File: src/rtl/proc_pkg.sv
// Shared definitions for the processor run/done instruction interface.
// Holds the opcode encodings carried in din[8:6], the instruction issuer
// state encoding and the error codes reported on err_code.
package proc_pkg;

    localparam logic [2:0] OP_MV  = 3'b000;
    localparam logic [2:0] OP_MVI = 3'b001;
    localparam logic [2:0] OP_ADD = 3'b010;
    localparam logic [2:0] OP_SUB = 3'b011;

    localparam logic [1:0] ERR_NONE      = 2'd0;
    localparam logic [1:0] ERR_TIMEOUT   = 2'd1;
    localparam logic [1:0] ERR_MVI_TRUNC = 2'd2;
    localparam logic [1:0] ERR_ILLEGAL   = 2'd3;

    typedef enum logic [2:0] {
        ST_IDLE,
        ST_FETCH,
        ST_ISSUE,
        ST_WAIT,
        ST_IMM,
        ST_HALT,
        ST_ERR
    } issuer_state_t;

    function automatic logic op_is_legal(input logic [2:0] op);
        return (op == OP_MV) || (op == OP_MVI) || (op == OP_ADD) || (op == OP_SUB);
    endfunction

endpackage

File: src/rtl/prog_ram.sv
// Program RAM for the instruction issuer: DEPTH words of 9 bits.
// Ports:
//   clk          - rising-edge clock
//   we/waddr/wdata - synchronous write port
//   re/raddr     - synchronous read request
//   rdata        - read data, registered; holds its value while re is low
// Neither the array nor the read register is reset.
module prog_ram #(
    parameter int DEPTH = 16
) (
    input  logic                     clk,
    input  logic                     we,
    input  logic [$clog2(DEPTH)-1:0] waddr,
    input  logic [8:0]               wdata,
    input  logic                     re,
    input  logic [$clog2(DEPTH)-1:0] raddr,
    output logic [8:0]               rdata
);

    logic [8:0] mem [DEPTH];

    always_ff @(posedge clk) begin
        if (we) begin
            mem[waddr] <= wdata;
        end
        if (re) begin
            rdata <= mem[raddr];
        end
    end

endmodule

File: src/rtl/instr_issuer.sv
// Instruction issuer: initiator side of the processor run/done interface.
// Walks a loaded program, drives each word on din with a one-cycle run
// pulse and waits for done; MVI words are followed by their immediate.
// Ports:
//   clk, resetn                     - clock, async active-low reset
//   load_en/load_addr/load_data     - program RAM write (ignored while busy)
//   start, prog_len                 - begin at pc=0 with the given length
//   done                            - processor instruction complete
//   run, din                        - issue pulse and instruction/immediate
//   busy, halted, error, err_code   - status
//   pc                              - current word index
//
// state    | meaning
// ---------+-----------------------------------------------------------
// IDLE     | after reset, waiting for start
// FETCH    | RAM read of word[pc] in flight
// ISSUE    | instruction on din, run pulsed (unless it is rejected)
// WAIT     | waiting for done on a single-word instruction
// IMM      | immediate on din, waiting for done on an MVI
// HALT     | program completed, sticky until start
// ERR      | aborted, err_code valid, sticky until start
module instr_issuer
    import proc_pkg::*;
#(
    parameter int DEPTH   = 16,
    parameter int TIMEOUT = 15
) (
    input  logic                     clk,
    input  logic                     resetn,
    input  logic                     load_en,
    input  logic [$clog2(DEPTH)-1:0] load_addr,
    input  logic [8:0]               load_data,
    input  logic                     start,
    input  logic [$clog2(DEPTH):0]   prog_len,
    input  logic                     done,
    output logic                     run,
    output logic [8:0]               din,
    output logic                     busy,
    output logic                     halted,
    output logic                     error,
    output logic [1:0]               err_code,
    output logic [$clog2(DEPTH):0]   pc
);

    localparam int         AW         = $clog2(DEPTH);
    localparam int         PW         = AW + 1;
    localparam logic [7:0] TIMEOUT_TC = 8'(TIMEOUT);

    issuer_state_t state_q, state_d;
    logic [PW-1:0] pc_d;
    logic [PW-1:0] len_q, len_d;
    logic [7:0]    timer_q, timer_d;
    logic [1:0]    err_d;

    logic          ram_we;
    logic          ram_re;
    logic [AW-1:0] ram_raddr;
    logic [8:0]    ram_rdata;

    logic [8:0]    instr;
    logic [2:0]    opcode;
    logic [PW-1:0] pc_inc1;
    logic [PW-1:0] pc_inc2;
    logic [7:0]    timer_inc;

    // The RAM read register doubles as the instruction register: it is only
    // re-read in FETCH and in the ISSUE of an MVI, so it holds the
    // instruction through WAIT and the immediate through IMM.
    assign instr     = ram_rdata;
    assign opcode    = instr[8:6];
    assign pc_inc1   = pc + PW'(1);
    assign pc_inc2   = pc + PW'(2);
    assign timer_inc = timer_q + 8'd1;
    assign ram_we    = load_en & ~busy;

    prog_ram #(
        .DEPTH (DEPTH)
    ) u_prog_ram (
        .clk   (clk),
        .we    (ram_we),
        .waddr (load_addr),
        .wdata (load_data),
        .re    (ram_re),
        .raddr (ram_raddr),
        .rdata (ram_rdata)
    );

    always_ff @(posedge clk or negedge resetn) begin
        if (!resetn) begin
            state_q  <= ST_IDLE;
            pc       <= '0;
            len_q    <= '0;
            timer_q  <= '0;
            err_code <= ERR_NONE;
        end else begin
            state_q  <= state_d;
            pc       <= pc_d;
            len_q    <= len_d;
            timer_q  <= timer_d;
            err_code <= err_d;
        end
    end

    always_comb begin
        state_d   = state_q;
        pc_d      = pc;
        len_d     = len_q;
        timer_d   = timer_q;
        err_d     = err_code;
        run       = 1'b0;
        ram_re    = 1'b0;
        ram_raddr = pc[AW-1:0];

        case (state_q)
            ST_IDLE, ST_HALT, ST_ERR: begin
                if (start) begin
                    len_d   = prog_len;
                    pc_d    = '0;
                    err_d   = ERR_NONE;
                    timer_d = '0;
                    state_d = (prog_len == '0) ? ST_HALT : ST_FETCH;
                end
            end
            ST_FETCH: begin
                ram_re  = 1'b1;
                state_d = ST_ISSUE;
            end
            ST_ISSUE: begin
                timer_d = '0;
                if (!op_is_legal(opcode)) begin
                    err_d   = ERR_ILLEGAL;
                    state_d = ST_ERR;
                end else if (opcode == OP_MVI) begin
                    // An MVI needs its immediate inside the program.
                    if (pc_inc1 >= len_q) begin
                        err_d   = ERR_MVI_TRUNC;
                        state_d = ST_ERR;
                    end else begin
                        run       = 1'b1;
                        ram_re    = 1'b1;
                        ram_raddr = pc_inc1[AW-1:0];
                        state_d   = ST_IMM;
                    end
                end else begin
                    run     = 1'b1;
                    state_d = ST_WAIT;
                end
            end
            ST_WAIT, ST_IMM: begin
                timer_d = timer_inc;
                // done takes priority over a timeout on the same cycle.
                if (done) begin
                    pc_d    = (state_q == ST_IMM) ? pc_inc2 : pc_inc1;
                    state_d = (pc_d >= len_q) ? ST_HALT : ST_FETCH;
                end else if (timer_inc == TIMEOUT_TC) begin
                    err_d   = ERR_TIMEOUT;
                    state_d = ST_ERR;
                end
            end
            default: begin
                state_d = ST_IDLE;
            end
        endcase
    end

    always_comb begin
        busy   = (state_q == ST_FETCH) || (state_q == ST_ISSUE) ||
                 (state_q == ST_WAIT)  || (state_q == ST_IMM);
        halted = (state_q == ST_HALT);
        error  = (state_q == ST_ERR);
        case (state_q)
            ST_ISSUE, ST_WAIT, ST_IMM: din = instr;
            default:                   din = '0;
        endcase
    end

endmodule

File: config.mk
export PLATFORM = sky130hd
export DESIGN_NAME = instr_issuer
export DESIGN_NICKNAME = d
export VERILOG_FILES = /design/src/rtl/proc_pkg.sv /design/src/rtl/prog_ram.sv /design/src/rtl/instr_issuer.sv
export SDC_FILE = /design/constraint.sdc
export NUM_CORES = 1
export LEC_CHECK = 0
export ABC_CLOCK_PERIOD_IN_PS = 5100
export BUFFER_PORTS_ARGS = -buffer_cell sky130_fd_sc_hd__clkbuf_2
export CAP_MARGIN = 0
export CORE_MARGIN = 4
export CORE_UTILIZATION = 37
export CTS_CLUSTER_DIAMETER = 30
export CTS_CLUSTER_SIZE = 16
export DETAILED_ROUTE_END_ITERATION = 8
export GPL_TIMING_DRIVEN = 0
export HOLD_SLACK_MARGIN = 0.08
export PLACE_DENSITY_LB_ADDON = 0.05
export SETUP_SLACK_MARGIN = 0.05
export SLEW_MARGIN = 10
export SYNTH_ARGS = -nofsm -noshare
export SYNTH_HDL_FRONTEND = slang
export SYNTH_SLANG_ARGS = --single-unit
File: constraint.sdc
create_clock -name clk -period 5.1 [get_ports clk]
set_input_delay 1.275 -clock clk [delete_from_list [all_inputs] [get_ports clk]]
set_output_delay 1.275 -clock clk [all_outputs]
set_load 0.005 [all_outputs]
# Word level (Yosys, flattened, before mapping)
# Memory sizes are Yosys's and may differ from the RTL's. A register that Yosys moved wholly into a read port is not among the register bits.
# Cells that the tools add are included.
# Widths: inputs -> output; s select.
# word_totals
output_inout_bits,20
romBits,0
mem_bits_rw,144
latch_bits,0
input_bits,23
register_bits,23
mem_count,1
# op_classes
div_mod_pow,0
mul,0
reduce_logical,19
shifts,0
addsub,3
bitwise_logic,2
order_cmp,2
n_eq_ne,17
mux,36
# mem_list
name,depth,width,rd,rd_ports_with_merged_regs,write_ports,line_no,text
u_prog_ram.mem,16,9,1,1,1,prog_ram.sv:20,logic [8:0] mem [DEPTH];
# ops
operator,count
$pmux 8 s3,1
$mux 3,7
$mux 4,4
$mux 5,3
$mux 2,7
$eq 3x2->1 const B,4
$pmux 3 s4,1
$ge 5x5->1,2
$pmux 5 s2,1
$eq 3x3->1 const B,3
$mux 9,1
$ne 3x3->1 const B,3
$add 8x1->8 const B,1
$eq 8x4->1 const B,1
$mux 1,8
$mux 8,1
$ne 2x2->1 const B,4
$eq 3x1->1 const B,2
$logic_not 3->1,2
$logic_or 1x1->1,6
$pmux 2 s3,1
$reduce_and 2->1,3
$reduce_and 6->1,1
$reduce_or 3->1,2
10 further kinds,10

# Depth between registers and ports, before layout
# Gate-level depths: netlist (run 1).
# logic_depth
ltp_word,8
ltp_mapped,14
ltp_nobuf,11

# Cells and area by module
# Synthesis (run 1) repeated with hierarchy kept, for this count alone.
# hier_totals
cells_unflattened,491
hier_area_um2,7856.3
# modules_own_cells
module,area_each_um2,cells_each,n_inst
prog_ram,5870.6,254,1
instr_issuer,1985.7,237,1

# Least setup slack after synthesis (run 1)
# No wires, ideal clock.
# synth_timing
path_kind,register to register
startpoint,reg pc[2]
endpoint,"reg u_prog_ram.rdata[7], read port of u_prog_ram.mem (data pin)"
t_arrival_ps,3656
path_stages_with_launch,14
synth_period_minus_slack_ps,3922
path_slack_ps,1178
t_required_ps,4834
path_buffers,3
setup_time_ps,266
cell_sequence,dfrtp_1 clkbuf_1 clkbuf_1 nand3_1 xnor2_1 ha_1 inv_1 o211ai_1 a21oi_4 xnor2_1 buf_6 mux2_1 a2111oi_0 or3b_1
# synth_via
elab_chain_cells,6
elab_cells_between_ends,10
# synth_rtl
element,line_no,text
start: declaration,instr_issuer.sv:42,output logic [$clog2(DEPTH):0] pc
start signal: assignment,instr_issuer.sv:97,pc <= pc_d;
$add 5x1->5,instr_issuer.sv:71,assign pc_inc1 = pc + PW'(1);
$ge 5x5->1,instr_issuer.sv:135,if (pc_inc1 >= len_q) begin
$mux 1 or $mux 4 (tied branches),instr_issuer.sv:135,
$mux 1 or $mux 4 (tied branches),instr_issuer.sv:133,end else if (opcode == OP_MVI) begin
$mux 1 or $mux 4 (tied branches),instr_issuer.sv:130,if (!op_is_legal(opcode)) begin
$pmux 1 s2 or $mux 4 (tied branches),instr_issuer.sv:114,case (state_q)
end: declaration,prog_ram.sv:17,output logic [8:0] rdata
# Several ways; a longest one is shown, not always the timed one.
# A chain may end at the register's enable or synchronous reset.

# Worst setup path after layout (run 1)
# Ends and elaborated chain as after synthesis.

==> flow_metrics.tcl, run 1 <==
set metrics [dict create \
    p_seq_share_pct 35.7 \
    num_vias 5981 \
    pwr-share-clk_pct 28.8 \
    clkTransAtPathRegs_ns 0.07 \
    overflow 0 \
    wire_per_inst_um 22.35 \
    detail-route-antenna-nets 0 \
    grt_usage_pct 18.74 \
    synth.lib_cells_used.distinct 61 \
    worstPathArrival_ns 4.93 \
    dr.pass1.iters 5 \
    p_switching_w 0.001769 \
    gp_congestion 0.8530 \
    placed_area_mm2 0.009069 \
    clk_path_buf_depth 2 \
    initial_core_util_pct 37.51 \
    antennaDiodeCount 0 \
    hold_buffers 0 \
    ff2ff_path_depth 13 \
    synth-edff-count 153 \
    wirelength_um 23710 \
    hold_path_depth 1 \
    startpoint_type "flop" \
    ys_seq_area_share_pct 60.88 \
    hold_viol 0 \
    die_x_um 159.5 \
    fin_crit_sh_pct 93.53 \
    grt_max_degree 24 \
    dp_slack_ns -0.5812 \
    rsz0062_at_grt "no" \
    drive_above_1_share_pct 15.98 \
    clkLatencyLatePin_ns 0.43 \
    tightest_slew_ns 1.237 \
    period_minus_slack_ns 4.770 \
    grt_pass1_wl_um 36320 \
    synth-seq-cells 176 \
    status "finished clean" \
    die_area_mm2 0.02544 \
    fin_ws_ns 0.3302 \
    drv_cap 0 \
    clock_sinks 176 \
    cellLeakagePower_nw 3.794 \
    hold_start "timer_q[7]" \
    p_int_w 0.003292 \
    synth-warning-count 0 \
    power_density_mw_per_mm2 514.2 \
    max_freq_ghz 0.2097 \
    avgSynthCellArea_um2 12.15 \
    r2r_slack_ns 0.33 \
    finalMaxSlewViolations 0 \
    cts_tree "yes" \
    crit_type "flop to flop" \
    tns_ns 0 \
    netSwitchingFraction_pct 34.96 \
    whs_ns 0.4896 \
    place.port_buffers 42 \
    rows 55 \
    synth_flop_cell "edfxtp_1" \
    numCtsBuffers 17 \
    synth_nets 736 \
    final_cell_area_mm2 0.009842 \
    cp_max_fo 10 \
    grt_pass1_vias 5952 \
    vias_per_cell 5.637 \
    syn_area_mm2 0.008492 \
    syn2layout_area_growth_pct 15.90 \
    ir_drop_uv 193.9 \
    worstReg2RegStart "pc[2]" \
    die_h_um 159.5 \
    pin_count 43 \
    fill_cells 2089 \
    cp.required_ns 5.26 \
    async_reset_ff_share_pct 13.07 \
    multi_input_area_mm2 0.003196 \
    combPwrFrac_pct 35.4 \
    postSynthCellCount 699 \
    seq_area_mm2 0.005170 \
    h-tree-depth 4 \
    endpoint_kind "flop" \
    antenna_found_initial 0 \
    hp-class "flop to flop" \
    max_slew_margin_pct 16.88 \
    drt_iter0_markers 470 \
    cts_root_buffer "clkbuf_16" \
    drcViolationCount 0 \
    hpwl_um 16340 \
    min_to "timer_q[7]" \
    timing.rr.end "u_prog_ram.rdata[7]" \
    finClkSkew_ns 0.008156 \
    fin_nets 800 \
    core_area_mm2 0.02264 \
    setup_viol 0 \
]
stage by stage:
stage | total power, W | util [%] | std cells
global route | 0.005364 | 43.47 | 1061
global placement | 0.003551 | 40.01 | 1026
floorplan | 0.002957 | - | 699
CTS | 0.005071 | 43.19 | 1059
finish | 0.005061 | 43.47 | 1061
detailed placement | 0.003571 | 40.06 | 1026
registers in the layout, summed over array words and instances, names as in the netlist:
name and cells:
err_code 2, len_q 5, pc 5, u_prog_ram.mem 144, timer_q 8, u_prog_ram.rdata 9
state_q 3
cells in the mapped netlist, drive strengths merged, types with 2 or more instances:
master	instances	area (µm²)
a2111oi	14	122.6
a211oi	2	15.01
a21o	19	142.6
a21oi	25	136.4
a22oi	2	15.01
a31o	2	17.52
a31oi	22	137.6
a41oi	2	17.52
and2	12	75.07
and3	22	137.6
buf	16	76.32
clkbuf	20	75.07
dfrtp	23	575.6
edfxtp	153	4594
ha	14	175.2
inv	18	67.56
mux2	16	198.9
mux2i	39	390.4
nand2	80	300.3
nand2b	8	50.05
nand3	42	210.2
nor2	29	108.9
nor2b	5	31.28
nor3	13	65.06
o21ai	27	135.1
o22ai	20	125.1
o31ai	3	22.52
o32a	9	90.09
or3	2	12.51
or3b	9	78.83
xnor2	6	60.06
xor2	3	26.28
kinds of logic after synthesis:
logic type,after synthesis,synth area share (%)
and+or+nand+nor,229,13.42
DFF,176,60.88
AOI/OAI and AO/OA,161,13.05
buffers and inverters,55,2.623
muxes,55,6.940
adders and majority gates,14,2.063
xor gates and xnor gates,9,1.017
how the worst max path moves through the flow:
stage,startpoint,endpoint,cells past startpoint
after floorplan,pc[2],u_prog_ram.rdata[7],13
after global placement,pc[2],u_prog_ram.rdata[6],14
after detailed placement,pc[2],u_prog_ram.rdata[2],12
after CTS,pc[2],u_prog_ram.rdata[8],14
after global routing,pc[2],u_prog_ram.rdata[7],12
final,pc[2],u_prog_ram.rdata[7],13
power by group through the flow:
stage	Sequential, W	Clock, W	Combinational, W
floorplan	0.00181	0	0.00114
global placement	0.00183	0	0.00172
detailed placement	0.00184	0	0.00173
CTS	0.00181	0.00149	0.00177
global route	0.00182	0.00156	0.00199
finish	0.00181	0.00146	0.00179
layer usage:
metal	global-route usage [%]	up-vias	wire length [µm]
met5	0	-	0
met4	5.523	0	406
met3	4.634	27	1060
met2	30.46	165	11340
met1	24.98	2982	10900
li1	-	2807	-
critical path: stages, from the launching register on:
cell	delay, ns
dfrtp_1	0.56
clkbuf_2	0.31
clkbuf_2	0.34
nand3_1	0.14
xnor2_1	0.16
ha_1	0.23
nor4b_4	0.27
o2111ai_2	0.31
a21oi_4	0.37
xnor2_1	0.29
buf_6	0.23
mux2_1	0.36
a2111oi_2	0.48
or3b_1	0.42
timing repair:
item / 4_1_cts / 5_1_grt
buffers inserted: 1 / 2
endpoints found under the setup margin: 9 / 6
pin swaps: 2 / 1
gates cloned: 0 / 0
gates resized for setup: 14 / 9
area by class of cell:
type | count | share of cell area [%]
Clock inverter | 14 | 2.352
Clock buffer | 18 | 4.361
Timing Repair Buffer | 45 | 2.365
Tap cell | 285 | 3.623
Buffer | 36 | 1.576
Multi-Input combinational cell | 468 | 32.47
Inverter | 19 | 0.7246
Sequential cell | 176 | 52.53
cells in the final DEF, fill, tap and decap left out, types with 10 or more instances in the layout:
| master | n |
|---|---|
| ha_1 | 14 |
| dfrtp_1 | 23 |
| and3_1 | 22 |
| clkbuf_2 | 44 |
| o21ai_0 | 25 |
| edfxtp_1 | 153 |
| a31oi_1 | 22 |
| mux2i_1 | 39 |
| nor2_1 | 29 |
| clkbuf_1 | 19 |
| nand2_1 | 80 |
| o22ai_1 | 20 |
| mux2_2 | 10 |
| inv_1 | 18 |
| and2_1 | 12 |
| nand3_1 | 42 |
| a21oi_1 | 24 |
| a21o_1 | 19 |
| clkbuf_16 | 17 |
(Power assumes the default switching activity.)
==> run 2, diff against run 1 <==
--- a/config.mk
+++ b/config.mk
@@ -6,13 +6,13 @@
 export NUM_CORES = 1
 export LEC_CHECK = 0
 export ABC_CLOCK_PERIOD_IN_PS = 5100
-export BUFFER_PORTS_ARGS = -buffer_cell sky130_fd_sc_hd__clkbuf_2
 export CAP_MARGIN = 0
 export CORE_MARGIN = 4
 export CORE_UTILIZATION = 37
 export CTS_CLUSTER_DIAMETER = 30
 export CTS_CLUSTER_SIZE = 16
 export DETAILED_ROUTE_END_ITERATION = 8
+export DONT_BUFFER_PORTS = 1
 export GPL_TIMING_DRIVEN = 0
 export HOLD_SLACK_MARGIN = 0.08
 export PLACE_DENSITY_LB_ADDON = 0.05
@@ -21,3 +21,4 @@
 export SYNTH_ARGS = -nofsm -noshare
 export SYNTH_HDL_FRONTEND = slang
 export SYNTH_SLANG_ARGS = --single-unit
+export TNS_END_PERCENT = 10
==> run 2 against run 1 <==
  * Final cell count shrank 4.0%
  * Setup slack lost 0.060 ns
  * Sequential share of layout area up 1.6 points
  * Via count shrank 2.1%
  * Combinational power is 6% lower
  * Count of clock-buffer cells in the layout unchanged
  * Critical path depth did not move
  * Routed wire length down 0.97%
  * Non-clock buffer count decreased by 42
  * Core utilization shrank 1.3 points
  * Clock power decreased by 14%
  * Clock skew rose by 0.0010 ns
  * Critical endpoint unchanged
==> flow_metrics.tcl, run 2 (synthesized netlist as in run 1, its figures left out) <==
set metrics [dict create \
    status "finished clean" \
    met1_usage_pct 24.88 \
    rsz0062_at_grt "yes" \
    grt_pass1_wl_um 35740 \
    reg.largest.list "u_prog_ram.mem x144, u_prog_ram.rdata x9, timer_q x8" \
    netSwitchingFraction_pct 36.69 \
    clkLatencyLatePin_ns 0.43 \
    drt_iter0_markers 508 \
    clk_path_buf_depth 2 \
    syn2layout_area_growth_pct 12.51 \
    overflow 0 \
    combPwrFrac_pct 35.5 \
    hold_buffers 0 \
    core_area_mm2 0.02264 \
    numCtsBuffers 17 \
    antennaDiodeCount 0 \
    cellLeakagePower_nw 3.572 \
    fin_ws_ns 0.2699 \
    p_switching_w 0.001747 \
    grt.busiest_layer "met2" \
    worstPathArrival_ns 4.99 \
    max_slew_margin_pct 24.28 \
    endpoint_kind "flop" \
    power_density_mw_per_mm2 498.3 \
    hp-class "flop to flop" \
    cp.required_ns 5.26 \
    die_x_um 159.5 \
    detail-route-antenna-nets 0 \
    clkTransAtPathRegs_ns 0.07 \
    grt_use_met3_pct 5.255 \
    num_vias 5857 \
    drv_cap 0 \
    crit_type "flop to flop" \
    h-tree-depth 4 \
    max_freq_ghz 0.2070 \
    multi_input_area_mm2 0.003202 \
    period_minus_slack_ns 4.830 \
    cts_root_buffer "clkbuf_16" \
    regMostFlops "u_prog_ram.mem" \
    grt_max_degree 24 \
    tightest_slew_ns 1.127 \
    drive_above_1_share_pct 11.17 \
    p_int_w 0.003014 \
    grt_pass1_vias 5836 \
    die_h_um 159.5 \
    dp_slack_ns -0.6724 \
    die_area_mm2 0.02544 \
    startpoint_type "flop" \
    fin_nets 758 \
    seq_area_mm2 0.005170 \
    wirelength_um 23480 \
    hold_viol 0 \
    layout.cells.non_filler 1019 \
    drcViolationCount 0 \
    place.port_buffers 0 \
    pin_count 43 \
    antenna_found_initial 1 \
    grt_usage_pct 18.47 \
    cp_max_fo 10 \
    setup_viol 0 \
    fin_crit_sh_pct 94.71 \
    dp_cells 985 \
    p_seq_share_pct 38.1 \
    gp_congestion 0.8729 \
    dr.pass1.iters 5 \
    wire_per_inst_um 23.04 \
    ir_drop_uv 174.2 \
    vias_per_cell 5.748 \
    largest_reg_flops 144 \
    hpwl_um 16380 \
    pwr-share-clk_pct 26.4 \
    layout_common_cells "edfxtp_1, nand2_1, nand3_1" \
    whs_ns 0.5094 \
    use_met2_pct 28.64 \
    finalMaxSlewViolations 0 \
    initial_core_util_pct 37.51 \
    cts_tree "yes" \
    clock_sinks 176 \
    mostFrequentLayoutCell "edfxtp_1" \
    fill_cells 2105 \
    finClkSkew_ns 0.009161 \
    rows 55 \
]
## run 2: changes by cell type in the layout (fill, tap and decap cells not counted), sizes merged
cell | before | now
clkbuf | 80 | 38
clkinv | 7 | 10
inv | 21 | 23
bufinv | 5 | 0
## run 2: timing repair
item | 4_1_cts | 5_1_grt
setup buffers | 2 | 0
endpoints found under the setup margin | 9 | 8
gates cloned | 0 | 0
pin swaps | 1 | 0
resized for setup | 14 | 9
## run 2: critical path, stage by stage (launching register included)
cell and delay, ns:
dfrtp_1 0.53, clkbuf_2 0.31, clkbuf_2 0.34, nand3_1 0.14, xnor2_1 0.16, ha_1 0.24, nor4b_4 0.27, o2111ai_2 0.30
a21oi_4 0.37, xnor2_1 0.29, buf_6 0.23, mux2_1 0.33, a2111oi_1 0.57, or3b_1 0.44
## run 2: power by group through the flow
stage               logic [W]  clock network (W)  registers, W
floorplan             0.00114                  0       0.00181
global placement      0.00161                  0       0.00184
finish                0.00169            0.00126       0.00181
CTS                   0.00167            0.00129       0.00182
global route          0.00188            0.00135       0.00183
detailed placement    0.00163                  0       0.00185
## run 2: final timing paths
path	start	cells past startpoint	end	slack, ns
min in group asynchronous	resetn	0	timer_q[6]	0.53
min reg2reg	len_q[1]	2	len_q[1]	0.51
max reg2reg	pc[2]	13	u_prog_ram.rdata[7]	0.27
min	len_q[1]	2	len_q[1]	0.51
max	pc[2]	13	u_prog_ram.rdata[7]	0.27
max in group asynchronous	resetn	0	state_q[1]	4.49
## run 2: layer usage
layer  vias up  routed length, µm
li1       2731                  -
met1      2904              10450
met2       192              10950
met3        30               1501
met4         0                579
met5         -                  0
## run 2: through the flow
stage	area (µm²)	util, %	total power, W	TNS (ns)
2_1_floorplan	8492	-	0.002957	0
3_3_place_gp	8848	39.08	0.003452	-2.806
3_5_place_dp	8866	39.16	0.003475	-3.659
4_1_cts	9502	41.97	0.004772	0
5_1_grt	9554	42.20	0.005061	-0.02176
6_report	9554	42.20	0.004761	0
## run 2: area by class of cell
type / count / share of cell area, %
plain buffers: 36 / 1.624
flip-flops and latches: 176 / 54.11
inverters: 19 / 0.7465
well taps: 285 / 3.732
multi-input cells: 468 / 33.51
repair buffers: 3 / 0.2357
clock buffers: 18 / 4.492
clock inverters: 14 / 1.545
